`config.mk`:
```
export PLATFORM = sky130hd
export DESIGN_NAME = writeback_arbiter_flat
export DESIGN_NICKNAME = d
export VERILOG_FILES = /design/src/rtl/writeback_arbiter_if.sv /design/src/rtl/writeback_arbiter.sv /design/src/flat_wrapper.sv
export SDC_FILE = /design/constraint.sdc
export NUM_CORES = 1
export LEC_CHECK = 0
export BUFFER_PORTS_ARGS = -buffer_cell sky130_fd_sc_hd__buf_4
export CAP_MARGIN = 20
export CORE_AREA = 2 2 129 131
export CTS_BUF_LIST = sky130_fd_sc_hd__clkbuf_16
export DETAILED_ROUTE_END_ITERATION = 7
export DIE_AREA = 0 0 131 133
export SYNTH_ARGS = -nofsm -noshare
export SYNTH_HDL_FRONTEND = slang
export SYNTH_SLANG_ARGS = --single-unit
```
`constraint.sdc`:
```
create_clock -name clk -period 5 [get_ports clk]
set_input_delay 1 -clock clk [delete_from_list [all_inputs] [get_ports clk]]
set_output_delay 1 -clock clk [all_outputs]
set_load 0.05 [all_outputs]
```
`src/rtl/writeback_arbiter_if.sv`:
```
// Bundles the writeback arbiter's source-side and core-side handshake signals.
// Latency: none (wiring only).
// Backpressure: carried by core_writeback_arbiter_ready; sources see it via their acknowledge.
interface writeback_arbiter_if #(
  parameter int NUM_SOURCES = 3,
  parameter int DATA_WIDTH  = 64,
  parameter int PASS_WIDTH  = 16
);
  localparam int DW = DATA_WIDTH + PASS_WIDTH;

  logic                       flush;
  logic [NUM_SOURCES-1:0]     source_writeback_arbiter_valid;
  logic [NUM_SOURCES-1:0]     writeback_arbiter_source_acknowledge;
  logic [NUM_SOURCES*DW-1:0]  source_writeback_arbiter_data;
  logic                       writeback_arbiter_core_valid;
  logic                       core_writeback_arbiter_ready;
  logic [DW-1:0]              writeback_arbiter_core_data;
  logic                       writeback_arbiter_busy;

  // Arbiter side: drives acknowledges, the core result and busy.
  modport master (
    input  flush,
    input  source_writeback_arbiter_valid,
    input  source_writeback_arbiter_data,
    input  core_writeback_arbiter_ready,
    output writeback_arbiter_source_acknowledge,
    output writeback_arbiter_core_valid,
    output writeback_arbiter_core_data,
    output writeback_arbiter_busy
  );

  // Environment side: the sources, the core and the flush control.
  modport slave (
    output flush,
    output source_writeback_arbiter_valid,
    output source_writeback_arbiter_data,
    output core_writeback_arbiter_ready,
    input  writeback_arbiter_source_acknowledge,
    input  writeback_arbiter_core_valid,
    input  writeback_arbiter_core_data,
    input  writeback_arbiter_busy
  );
endinterface

```
`src/rtl/writeback_arbiter.sv`:
```
// Round-robin arbiter sharing the messaging-unit writeback port among NUM_SOURCES producers.
// Latency: a request acknowledged in cycle N is presented to the core in cycle N+1.
// Backpressure: one-entry output register; no acknowledge while it is full and the core is not ready.
module writeback_arbiter #(
  parameter int NUM_SOURCES = 3,
  parameter int DATA_WIDTH  = 64,
  parameter int PASS_WIDTH  = 16
) (
  input  logic                 clk,
  input  logic                 rst_n,
  writeback_arbiter_if.master  bus
);
  localparam int DW    = DATA_WIDTH + PASS_WIDTH;
  localparam int PTR_W = (NUM_SOURCES > 1) ? $clog2(NUM_SOURCES) : 1;
  localparam logic [PTR_W-1:0] LAST_IDX = PTR_W'(NUM_SOURCES - 1);

  logic [PTR_W-1:0]       ptr;
  logic [PTR_W-1:0]       grant_idx;
  logic [PTR_W-1:0]       next_ptr;
  logic [PTR_W-1:0]       cand;
  logic                   grant_vld;
  logic                   slot_free;
  logic                   out_valid;
  logic [DW-1:0]          out_data;
  logic [NUM_SOURCES-1:0] src_valid;
  logic [NUM_SOURCES-1:0] ack;
  logic [DW-1:0]          src_slice [NUM_SOURCES];
  int                     scan_pos;

  assign src_valid = bus.source_writeback_arbiter_valid;

  for (genvar i = 0; i < NUM_SOURCES; i++) begin : g_slice
    assign src_slice[i] = bus.source_writeback_arbiter_data[i*DW +: DW];
  end

  // The register can take a new result if empty or being drained this cycle.
  assign slot_free = !out_valid || bus.core_writeback_arbiter_ready;

  // Round-robin scan starting at ptr; the index wraps by subtraction so any source count works.
  // Grants are suppressed while in reset so no source deallocates a result that would be lost.
  always_comb begin
    grant_vld = 1'b0;
    grant_idx = '0;
    cand      = '0;
    scan_pos  = 0;
    ack       = '0;
    if (rst_n && slot_free && !bus.flush) begin
      for (int k = 0; k < NUM_SOURCES; k++) begin
        scan_pos = int'(ptr) + k;
        if (scan_pos >= NUM_SOURCES) begin
          scan_pos = scan_pos - NUM_SOURCES;
        end
        cand = PTR_W'(scan_pos);
        if (!grant_vld && src_valid[cand]) begin
          grant_vld = 1'b1;
          grant_idx = cand;
        end
      end
    end
    if (grant_vld) begin
      ack[grant_idx] = 1'b1;
    end
  end

  // Pointer moves to the slot just after the winner, wrapping at the last source.
  assign next_ptr = (grant_idx == LAST_IDX) ? '0 : grant_idx + 1'b1;

  // Output register and priority pointer; flush wins, then refill, then plain drain.
  always_ff @(posedge clk or negedge rst_n) begin
    if (!rst_n) begin
      out_valid <= 1'b0;
      out_data  <= '0;
      ptr       <= '0;
    end else if (bus.flush) begin
      out_valid <= 1'b0;
    end else if (grant_vld) begin
      out_valid <= 1'b1;
      out_data  <= src_slice[grant_idx];
      ptr       <= next_ptr;
    end else if (bus.core_writeback_arbiter_ready) begin
      out_valid <= 1'b0;
    end
  end

  assign bus.writeback_arbiter_source_acknowledge = ack;
  assign bus.writeback_arbiter_core_valid         = out_valid;
  assign bus.writeback_arbiter_core_data          = out_data;
  assign bus.writeback_arbiter_busy               = rst_n && (out_valid || (|src_valid));

endmodule

```
`src/flat_wrapper.sv`:
```
// flat-port wrapper written by rule: the top's interface ports become plain ports
module writeback_arbiter_flat 
#(
  parameter int NUM_SOURCES = 3,
  parameter int DATA_WIDTH  = 64,
  parameter int PASS_WIDTH  = 16
)
  (clk, rst_n, bus_flush, bus_source_writeback_arbiter_valid, bus_source_writeback_arbiter_data, bus_core_writeback_arbiter_ready, bus_writeback_arbiter_source_acknowledge, bus_writeback_arbiter_core_valid, bus_writeback_arbiter_core_data, bus_writeback_arbiter_busy);
  writeback_arbiter_if #(.NUM_SOURCES(NUM_SOURCES), .DATA_WIDTH(DATA_WIDTH), .PASS_WIDTH(PASS_WIDTH)) bus_i ();
  input  logic clk;
  input  logic rst_n;
  input wire logic [$bits(bus_i.flush)-1:0] bus_flush;
  input wire logic [$bits(bus_i.source_writeback_arbiter_valid)-1:0] bus_source_writeback_arbiter_valid;
  input wire logic [$bits(bus_i.source_writeback_arbiter_data)-1:0] bus_source_writeback_arbiter_data;
  input wire logic [$bits(bus_i.core_writeback_arbiter_ready)-1:0] bus_core_writeback_arbiter_ready;
  output wire logic [$bits(bus_i.writeback_arbiter_source_acknowledge)-1:0] bus_writeback_arbiter_source_acknowledge;
  output wire logic [$bits(bus_i.writeback_arbiter_core_valid)-1:0] bus_writeback_arbiter_core_valid;
  output wire logic [$bits(bus_i.writeback_arbiter_core_data)-1:0] bus_writeback_arbiter_core_data;
  output wire logic [$bits(bus_i.writeback_arbiter_busy)-1:0] bus_writeback_arbiter_busy;
  assign bus_i.flush = bus_flush;
  assign bus_i.source_writeback_arbiter_valid = bus_source_writeback_arbiter_valid;
  assign bus_i.source_writeback_arbiter_data = bus_source_writeback_arbiter_data;
  assign bus_i.core_writeback_arbiter_ready = bus_core_writeback_arbiter_ready;
  assign bus_writeback_arbiter_source_acknowledge = bus_i.writeback_arbiter_source_acknowledge;
  assign bus_writeback_arbiter_core_valid = bus_i.writeback_arbiter_core_valid;
  assign bus_writeback_arbiter_core_data = bus_i.writeback_arbiter_core_data;
  assign bus_writeback_arbiter_busy = bus_i.writeback_arbiter_busy;
  writeback_arbiter #(.NUM_SOURCES(NUM_SOURCES), .DATA_WIDTH(DATA_WIDTH), .PASS_WIDTH(PASS_WIDTH)) u_core (.clk(clk), .rst_n(rst_n), .bus(bus_i));
endmodule
```
==> results of run 1 <==
## registers in the layout, indices dropped and copies added (netlist names)
| signal | count |
|---|---|
| u_core.bus.writeback_arbiter_core_data | 80 |
| u_core.bus.writeback_arbiter_core_valid | 1 |
| u_core.ptr | 2 |
## synth_stat cells (all sizes together) (2+ instances only)
master	instances
mux2i	4
dfrtp	83
nand3b	2
and3b	2
nand2	2
clkbuf	28
and3	42
buf	15
a221o	80
o41a	2
nand2b	4
mux2	2
ha	4
o21ai	3
o22a	41
a22o	40
inv	4
## per-stage QoR
step | setup slack, ns | utilization (%) | hold slack [ns] | power (mW)
after floorplan | 1.47 | - | 0.506 | 3.43
after CTS | 0.566 | 45.3 | 0.497 | 5.13
after global placement | 0.773 | 43.4 | 0.491 | 4.37
final | 0.597 | 45.4 | 0.508 | 5.10
after detailed placement | 0.688 | 43.4 | 0.499 | 4.43
after global routing | 0.307 | 45.4 | 0.497 | 5.36
## cell families (layout without fill, tap and decap cells)
| group | after synthesis | count (layout) |
|---|---|---|
| multiplexers | 6 | 6 |
| buffers and inverters | 47 | 358 |
| adder cells (fa/ha/maj) | 4 | 4 |
| flip-flops | 83 | 83 |
| AO/OA/AOI/OAI | 172 | 172 |
| AND/OR/NAND/NOR | 58 | 58 |
## area by class of cell
class / instances / area (um2)
Fill cell: 1579 / 8820
Tap cell: 220 / 275
Clock buffer: 9 / 225
Multi-Input combinational cell: 240 / 2120
Sequential cell: 83 / 2080
Inverter: 4 / 20.0
Timing Repair Buffer: 338 / 2550
Clock inverter: 7 / 85.1
## worst max-delay path by stage
| stage | start | to | slack, ns | cells after the start |
|---|---|---|---|---|
| after CTS | u_core.ptr[0]$_DFFE_PN0P_ | bus_writeback_arbiter_source_acknowledge[2] | 0.57 | 9 |
| after global placement | bus_source_writeback_arbiter_valid[1] | bus_writeback_arbiter_source_acknowledge[2] | 0.77 | 8 |
| after detailed placement | bus_source_writeback_arbiter_valid[1] | bus_writeback_arbiter_source_acknowledge[2] | 0.69 | 8 |
| final | u_core.ptr[0]$_DFFE_PN0P_ | bus_writeback_arbiter_source_acknowledge[2] | 0.60 | 9 |
| after floorplan | bus_source_writeback_arbiter_valid[1] | bus_writeback_arbiter_source_acknowledge[0] | 1.47 | 7 |
| after global routing | u_core.ptr[0]$_DFFE_PN0P_ | bus_writeback_arbiter_source_acknowledge[2] | 0.31 | 9 |
## per-layer routing
layer	share of wire (%)	vias up	track usage [%]
met4	1.4	0	5.67
met5	0	-	0
met3	7.9	18	4.08
met2	52	234	35.7
met1	39	2315	21.3
li1	-	2177	-
## cells in the final DEF (no fill, tap or decap)
cell type	netlist	final
inv_6	1	1
and3b_1	2	2
and4bb_2	1	1
o21bai_4	1	1
nor2_1	1	1
nor4_1	1	1
nor2b_4	0	1
clkbuf_16	0	9
o21ai_2	1	1
nor3_4	1	1
inv_1	2	4
inv_2	1	1
buf_12	0	1
buf_4	0	337
clkinv_2	0	2
a21o_1	1	1
mux2_2	2	2
a211oi_1	1	1
a22o_1	40	40
o22a_1	41	41
o311a_1	1	1
o41a_1	2	2
clkinvlp_4	0	1
nand2b_4	1	1
nor3b_1	1	1
bufinv_16	0	2
ha_1	4	4
mux2i_1	4	4
o31ai_1	1	1
o21ai_0	2	2
a221o_1	80	80
a31oi_1	1	1
nand2b_1	3	3
nand3b_1	2	2
and3_1	42	42
dfrtp_1	83	83
nand2_1	2	2
## power groups by stage
stage	sequential, mW	combinational [mW]	clock, mW
after floorplan	2.35	1.08	0
after detailed placement	1.24	3.19	0
after global placement	1.23	3.15	0
after CTS	1.23	3.19	0.715
after global routing	1.27	3.35	0.746
final	1.23	3.18	0.692
## worst max-delay path, stage by stage, from the launching register on
cell      delay, ns
dfrtp_1        0.40
inv_1          0.08
ha_1           0.43
mux2_2         0.37
nand3b_1       0.10
o311a_1        0.18
nand2_1        0.09
inv_2          0.60
buf_4          0.53
buf_4          0.29
==> results_dict.tcl, run 1 <==
set metrics [dict create \
    synth.largest_area_cell "dfrtp_1" \
    critPathMaxFanout 42 \
    drc 0 \
    core_um2 16200 \
    die_h_um 133 \
    post_drt_wl_per_cell_um 19.3 \
    place_congestion 0.739 \
    area_delta_synth_final_pct 65.9 \
    port_buffers 331 \
    fin_area_um2 7350 \
    insertion_delay_ns 0.33 \
    synth.area.top_cells "dfrtp_1 47%, a221o_1 18%, o22a_1 8.1%, a22o_1 7.9%, and3_1 5.9%" \
    relSlewSlack_pct 36.3 \
    synth_top_family_by_area "compound AO/OA/AOI/OAI gates" \
    synth_xor_area_share_pct 0 \
    slew_violations 0 \
    power_density_nw_per_um2 693 \
    rsz0062_at_grt "no" \
    synth-compound-area-share_pct 36.3 \
    cts_sinks 83 \
    yosysUniqueCellTypes 35 \
    p_switching_mw 2.45 \
    placed_cells 884 \
    pin_count 332 \
    die_area_um2 17400 \
    drive_above_1_share_pct 53.2 \
    crit_path_end_kind "output pin" \
    status "finished clean" \
    p_int_mw 2.64 \
    globalRouteOverflowTotal 0 \
    critical_path_class "reg -> out" \
    antenna_found_initial 0 \
    leakage_nw 3.57 \
    grt_use_total_pct 19.1 \
    synthAdderAreaFrac_pct 1.13 \
    grt_pass1_wl_um 25800 \
    viasPerCell 5.27 \
    ys.flop_type "dfrtp_1" \
    fin_crit_sh_pct 88.1 \
    grt_pass1_vias 5007 \
    ys_ff_latch 83 \
    synth_edf_count 0 \
    min_path_type "in -> async" \
    cts-root-buf "clkbuf_16" \
    num_vias 4744 \
    ant_nets 0 \
    pwr-share-clk_pct 13.6 \
    placed_area_um2 7020 \
    cts_tree "built" \
    hold_viol_final 0 \
    cap_violations 0 \
    dp_hpwl_um 12600 \
    fin_cells 901 \
    syn-num-nets 621 \
    fmax_mhz 227 \
    initial_core_util_pct 27.4 \
    tightestPinTransition_ns 0.956 \
    rr_startpoint "u_core.ptr[0]$_DFFE_PN0P_" \
    diodes 0 \
    min_period_ns 4.40 \
    ctsResizeCount 0 \
    clock_skew_ns 0.00819 \
    grt_max_degree 83 \
    crit_arrival_ns 3.40 \
    synthMuxAreaShare_pct 1.41 \
    p_comb_share_pct 62.4 \
    finalNetCount 927 \
    worstPathRequired_ns 4.00 \
    setup_viol 0 \
    ctsHoldBuffers 0 \
    swShare_pct 48.2 \
    die_w_um 131 \
    yosysTopAreaCellShare_pct 46.9 \
    htreeDepth 3 \
    yosys_warnings 0 \
    worst-r2r-setup-slack_ns 1.76 \
    yosys.area_share.simple_pct 8.75 \
    tns_ns 0 \
    syn_inst 370 \
    r2r-end "u_core.bus.writeback_arbiter_core_data[61]$_DFFE_PN0P_" \
    avgSynthCellArea_um2 12.0 \
    cts_buffer_depth 2 \
    clk_pin_slew_ns 0.06 \
    routed_wl_um 17300 \
    ff2ff_path_depth 10 \
    syn_area_um2 4430 \
    rows 47 \
    tritoncts.num_buffers 9 \
    start_kind "flip-flop" \
    first_pass_iters 4 \
    ys_seq_area_share_pct 46.9 \
    async_reset_ff_share_pct 100 \
    ir_worst_vdd_v 0.000317 \
    post_cts_buffers 0 \
    seq_power_share_pct 24.1 \
    initialDrtViolationCount 209 \
]
(Power assumes the default switching activity.)
==> run 2: changes to the inputs <==
- PLACE_DENSITY: not set -> 0.63
==> run 2 against run 1 <==
  * Global-route usage fell by 0.16 points
  * Largest power group unchanged
  * Sequential power barely moved
  * Critical path type unchanged
  * Via count fell by 0.40%
  * Final cell count fell by 0.22%
  * Design area fell by 0.24%
  * Combinational power barely moved
  * Clock skew fell by 0.0038 ns
  * Critical path depth did not move
  * Die area did not move
  * Critical endpoint is now bus_writeback_arbiter_source_acknowledge[0]
  * Worst setup slack improved by 0.56 ns
  * Core utilization fell by 0.11 points
==> results_dict.tcl, run 2 (synthesized netlist as in run 1, its figures left out) <==
set metrics [dict create \
    p_total_mw 5.08 \
    htreeDepth 3 \
    viasPerCell 5.26 \
    fin_area_um2 7330 \
    ctsResizeCount 0 \
    num_vias 4725 \
    ir_worst_vdd_v 0.000289 \
    finalNetCount 927 \
    clk_pin_slew_ns 0.06 \
    worstHoldStart "u_core.bus.writeback_arbiter_core_data[30]$_DFFE_PN0P_" \
    area_delta_synth_final_pct 65.5 \
    worst-r2r-setup-slack_ns 1.75 \
    core_um2 16200 \
    place_congestion 0.783 \
    relSlewSlack_pct 26.4 \
    initial_core_util_pct 27.4 \
    clock_skew_ns 0.00443 \
    cpMostUsedCell "mux2i_1" \
    rows 47 \
    routed_wl_um 17100 \
    insertion_delay_ns 0.33 \
    ant_nets 0 \
    cts_buffer_depth 2 \
    final_common_cell "buf_4" \
    min_path_type "reg -> reg" \
    worstPathRequired_ns 4.00 \
    largest_reg_flops 80 \
    crit_family "buffers and inverters" \
    tritoncts.num_buffers 9 \
    r2r-end "u_core.bus.writeback_arbiter_core_data[9]$_DFFE_PN0P_" \
    hold_viol_final 0 \
    first_pass_iters 4 \
    rsz0062_at_grt "no" \
    tns_ns 0 \
    utilization_pct 45.3 \
    grt_max_degree 83 \
    min_period_ns 3.84 \
    initialDrtViolationCount 214 \
    setup_viol 0 \
    ctsHoldBuffers 0 \
    leakage_nw 3.55 \
    slowest_stage "dfrtp_1" \
    crit_chain "inv_1 > ha_1 > mux2i_1 > mux2i_1 > o41a_1 > o21ai_2 > inv_6 > nor3_4 > buf_4" \
    worstHoldPathCells 1 \
    diodes 0 \
    final_cell_mix "338 x buf_4, 83 x dfrtp_1, 80 x a221o_1, 42 x and3_1, 41 x o22a_1" \
    tightestPinTransition_ns 1.10 \
    grt_pass1_vias 4888 \
    drive_above_1_share_pct 53.3 \
    critPathMaxFanout 82 \
    final.fill_count 1565 \
    fmax_mhz 260 \
    die_h_um 133 \
    cpPeakStageDelay_ns 0.40 \
    cts_sinks 83 \
    start_kind "flip-flop" \
    hold_end "u_core.bus.writeback_arbiter_core_data[30]$_DFFE_PN0P_" \
    grt_use_total_pct 19.0 \
    post_cts_buffers 0 \
    antenna_found_initial 0 \
    post_drt_wl_per_cell_um 19.0 \
    status "finished clean" \
    die_area_um2 17400 \
    dp_hpwl_um 12600 \
    slew_violations 0 \
    ff2ff_path_depth 10 \
    rr_startpoint "u_core.ptr[0]$_DFFE_PN0P_" \
    placed_area_um2 7030 \
    crit_arrival_ns 2.84 \
    crit_path_end_kind "output pin" \
    drc 0 \
    pin_count 332 \
    critical_path_class "reg -> out" \
    cts_tree "built" \
    path_buf_inv 3 \
    grt_pass1_wl_um 25500 \
    cp.depth 9 \
    placed_cells 885 \
    cts-root-buf "clkbuf_16" \
    port_buffers 331 \
    die_w_um 131 \
    cap_violations 0 \
    power_density_nw_per_um2 693 \
    fin_crit_sh_pct 76.9 \
    globalRouteOverflowTotal 0 \
    fin_cells 899 \
]
run 2: worst max path at each step:
stage                                                from                                          end  slack [ns]
floorplan           bus_source_writeback_arbiter_valid[1]  bus_writeback_arbiter_source_acknowledge[0]        1.47
global placement    bus_source_writeback_arbiter_valid[1]  bus_writeback_arbiter_source_acknowledge[0]        1.23
detailed placement  bus_source_writeback_arbiter_valid[1]  bus_writeback_arbiter_source_acknowledge[0]        1.18
CTS                             u_core.ptr[1]$_DFFE_PN0P_  bus_writeback_arbiter_source_acknowledge[0]        1.16
global route                    u_core.ptr[0]$_DFFE_PN0P_  bus_writeback_arbiter_source_acknowledge[0]        1.02
finish                          u_core.ptr[1]$_DFFE_PN0P_  bus_writeback_arbiter_source_acknowledge[0]        1.16
run 2: worst reg2reg max path, cell delays in order (launching register included):
cell,delay [ns]
dfrtp_1,0.39
inv_1,0.08
ha_1,0.42
mux2_2,0.36
nand3b_1,0.08
o311a_1,0.16
nand2_1,0.08
inv_2,0.53
buf_4,0.61
a221o_1,0.34
o22a_1,0.14
run 2: report_power, final:
group / leakage [nW] / internal [mW] / switching, mW / total, mW
registers: 0.954 / 1.01 / 0.201 / 1.22
logic: 2.45 / 1.19 / 1.99 / 3.18
clock network: 0.143 / 0.431 / 0.261 / 0.692
run 2: final cells by class:
cell class	instances	area, um2	area share, %
repair buffers	338	2540	34.6
flip-flops and latches	83	2080	28.3
multi-input cells	240	2120	28.9
clock buffers	9	225	3.07
inverters	4	20.0	0.273
well taps	220	275	3.75
clock inverters	5	80.1	1.09
run 2: stage by stage:
stage	hold slack, ns	worst slack [ns]
2_1_floorplan	0.506	1.47
3_3_place_gp	0.494	1.23
3_5_place_dp	0.498	1.18
4_1_cts	0.513	1.16
5_1_grt	0.518	1.02
6_report	0.508	1.16
run 2: routing by layer:
layer	vias to the layer above	share of wire (%)	global-route usage (%)
li1	2172	-	-
met4	0	2.5	7.57
met1	2274	37	21.4
met5	-	0	0
met3	31	8.4	4.16
met2	248	52	34.1
==> run 3: changes to the inputs <==
- CORE_AREA: 2 2 129 131 -> 2 2 130 132
- DIE_AREA: 0 0 131 133 -> 0 0 132 134
- PLACE_DENSITY: 0.63 -> 0.64
- clock period: 5 -> 3.3 ns (I/O delays scaled with it)
==> run 3 against run 2 <==
  * Worst setup slack got worse by 1.0 ns
  * Flip-flop and latch count is the same
  * Hold slack worse by 0.094 ns
  * Power grew 56%
  * Largest cell class unchanged
  * Clock power increased by 73%
  * Count of clock-buffer cells in the layout unchanged
  * Non-clock buffer count up 4
  * Final cell count grew 0.44%
==> results_dict.tcl, run 3 (synthesized netlist as in run 1, its figures left out) <==
set metrics [dict create \
    seq_power_share_pct 23.4 \
    grt_pass1_vias 4925 \
    worst-r2r-setup-slack_ns 0.51 \
    p_comb_share_pct 61.4 \
    ctsHoldBuffers 0 \
    cts_tree "built" \
    cpPeakStageDelay_ns 0.42 \
    initial_core_util_pct 27.2 \
    globalRouteOverflowTotal 0 \
    leakage_nw 3.60 \
    core_um2 16300 \
    antenna_found_initial 0 \
    ant_nets 0 \
    rows 47 \
    crit_path_end_kind "output pin" \
    hold_viol_final 0 \
    rr_startpoint "u_core.ptr[0]$_DFFE_PN0P_" \
    dp_hpwl_um 12600 \
    crit_arrival_ns 2.51 \
    clk_pin_slew_ns 0.07 \
    diodes 0 \
    place_congestion 0.884 \
    grt_use_total_pct 18.6 \
    drive_above_1_share_pct 54.0 \
    power_density_nw_per_um2 1060 \
    cts-root-buf "clkbuf_16" \
    die_area_um2 17700 \
    tritoncts.num_buffers 9 \
    finalNetCount 931 \
    cts_sinks 83 \
    ir_worst_vdd_v 0.000453 \
    setup_viol 0 \
    final_common_cell "buf_4" \
    first_pass_iters 4 \
    area_delta_synth_final_pct 68.3 \
    rsz0062_at_grt "no" \
    num_vias 4755 \
    relSlewSlack_pct 62.1 \
    tns_ns 0 \
    largest_reg_flops 80 \
    status "finished clean" \
    pin_count 332 \
    ff2ff_path_depth 10 \
    worstPathRequired_ns 2.64 \
    die_w_um 132 \
    start_kind "flip-flop" \
    critPathMaxFanout 5 \
    crit_chain "inv_1 > ha_2 > mux2i_1 > o21bai_4 > o41a_1 > o21ai_2 > inv_6 > nor3_4 > buf_4" \
    p_switching_mw 3.73 \
    grt_pass1_wl_um 26100 \
    fmax_mhz 316 \
    routed_wl_um 17400 \
    slew_violations 0 \
    insertion_delay_ns 0.34 \
    min_path_type "in -> async" \
    critical_path_class "reg -> out" \
    r2r-end "u_core.bus.writeback_arbiter_core_data[8]$_DFFE_PN0P_" \
    pwr-share-clk_pct 15.2 \
    fin_cells 903 \
    viasPerCell 5.27 \
    cts_buffer_depth 2 \
    die_h_um 134 \
    swShare_pct 47.1 \
    slowest_stage "o41a_1" \
    post_cts_buffers 0 \
    drc 0 \
    initialDrtViolationCount 160 \
    tightestPinTransition_ns 0.569 \
    post_drt_wl_per_cell_um 19.3 \
    port_buffers 331 \
    final_cell_mix "339 x buf_4, 83 x dfrtp_1, 80 x a221o_1, 42 x and3_1, 41 x o22a_1" \
    htreeDepth 3 \
    p_int_mw 4.19 \
    grt_max_degree 83 \
    min_period_ns 3.17 \
    fin_crit_sh_pct 96.0 \
    clock_skew_ns 0.00890 \
    placed_cells 888 \
    cap_violations 0 \
]
## run 3: cell count changes in the layout (fill, tap and decap cells not counted), moves of 2 or more
cell / before / now
ha_2: 0 / 2
ha_1: 4 / 2
bufinv_16: 2 / 4
buf_12: 0 / 3
## run 3: how the worst max path moves through the flow
stage / start / endpoint / slack [ns] / cells after the start
3_5_place_dp: u_core.ptr[0]$_DFFE_PN0P_ / bus_writeback_arbiter_source_acknowledge[1] / 0.30 / 9
2_1_floorplan: u_core.ptr[0]$_DFFE_PN0P_ / bus_writeback_arbiter_source_acknowledge[2] / 0.33 / 9
3_3_place_gp: bus_source_writeback_arbiter_valid[1] / bus_writeback_arbiter_source_acknowledge[1] / 0.34 / 8
6_report: u_core.ptr[0]$_DFFE_PN0P_ / bus_writeback_arbiter_source_acknowledge[0] / 0.13 / 9
4_1_cts: u_core.ptr[0]$_DFFE_PN0P_ / bus_writeback_arbiter_source_acknowledge[1] / 0.02 / 9
5_1_grt: u_core.ptr[0]$_DFFE_PN0P_ / bus_writeback_arbiter_source_acknowledge[1] / 0.01 / 9
## run 3: area by class of cell
| cell class | count | area [um2] |
|---|---|---|
| fill | 1581 | 8830 |
| timing repair buffer | 342 | 2610 |
| multi-input combinational | 240 | 2130 |
| sequential | 83 | 2080 |
| tap | 220 | 275 |
| clock buffer | 9 | 225 |
| clock inverter | 5 | 128 |
| inverter | 4 | 20.0 |
## run 3: worst max-delay path: cells and delay by family, from the launching register on
| kind | cells | cell delay [ns] |
|---|---|---|
| AOI/OAI and AO/OA | 3 | 0.65 |
| and+or+nand+nor | 1 | 0.19 |
| muxes | 1 | 0.32 |
| DFF | 1 | 0.41 |
| adders and majority gates | 1 | 0.22 |
| buffers and inverters | 3 | 0.38 |
## run 3: layer usage
layer	wire, um	part of all wire, %	GRT usage (%)	vias to the layer above
met3	1430	8.2	4.38	19
met2	8940	51	33.9	253
met5	0	0	0	-
met1	6720	39	21.1	2302
met4	305	1.8	7.00	0
li1	-	-	-	2181
## run 3: timing repair
item / in CTS / in global routing
gates resized for setup: 1 / 5
setup endpoints to repair: 1 / 2
gates cloned: 0 / 0
## run 3: per-stage QoR
| stage | hold WS (ns) | util [%] | worst slack (ns) | instance area (um2) | power (mW) |
|---|---|---|---|---|---|
| detailed placement | 0.499 | 43.4 | 0.295 | 7060 | 6.73 |
| global placement | 0.492 | 43.4 | 0.340 | 7060 | 6.63 |
| floorplan | 0.364 | - | 0.329 | 4430 | 5.19 |
| CTS | 0.433 | 45.5 | 0.0162 | 7420 | 7.96 |
| global route | 0.460 | 45.8 | 0.0135 | 7460 | 8.28 |
| finish | 0.415 | 45.8 | 0.131 | 7460 | 7.92 |
## run 3: power by group through the flow
stage / combinational (mW) / sequential [mW] / clock [mW]
floorplan: 1.64 / 3.56 / 0
global placement: 4.78 / 1.84 / 0
detailed placement: 4.87 / 1.86 / 0
CTS: 4.86 / 1.85 / 1.24
global route: 5.09 / 1.91 / 1.28
finish: 4.86 / 1.86 / 1.20
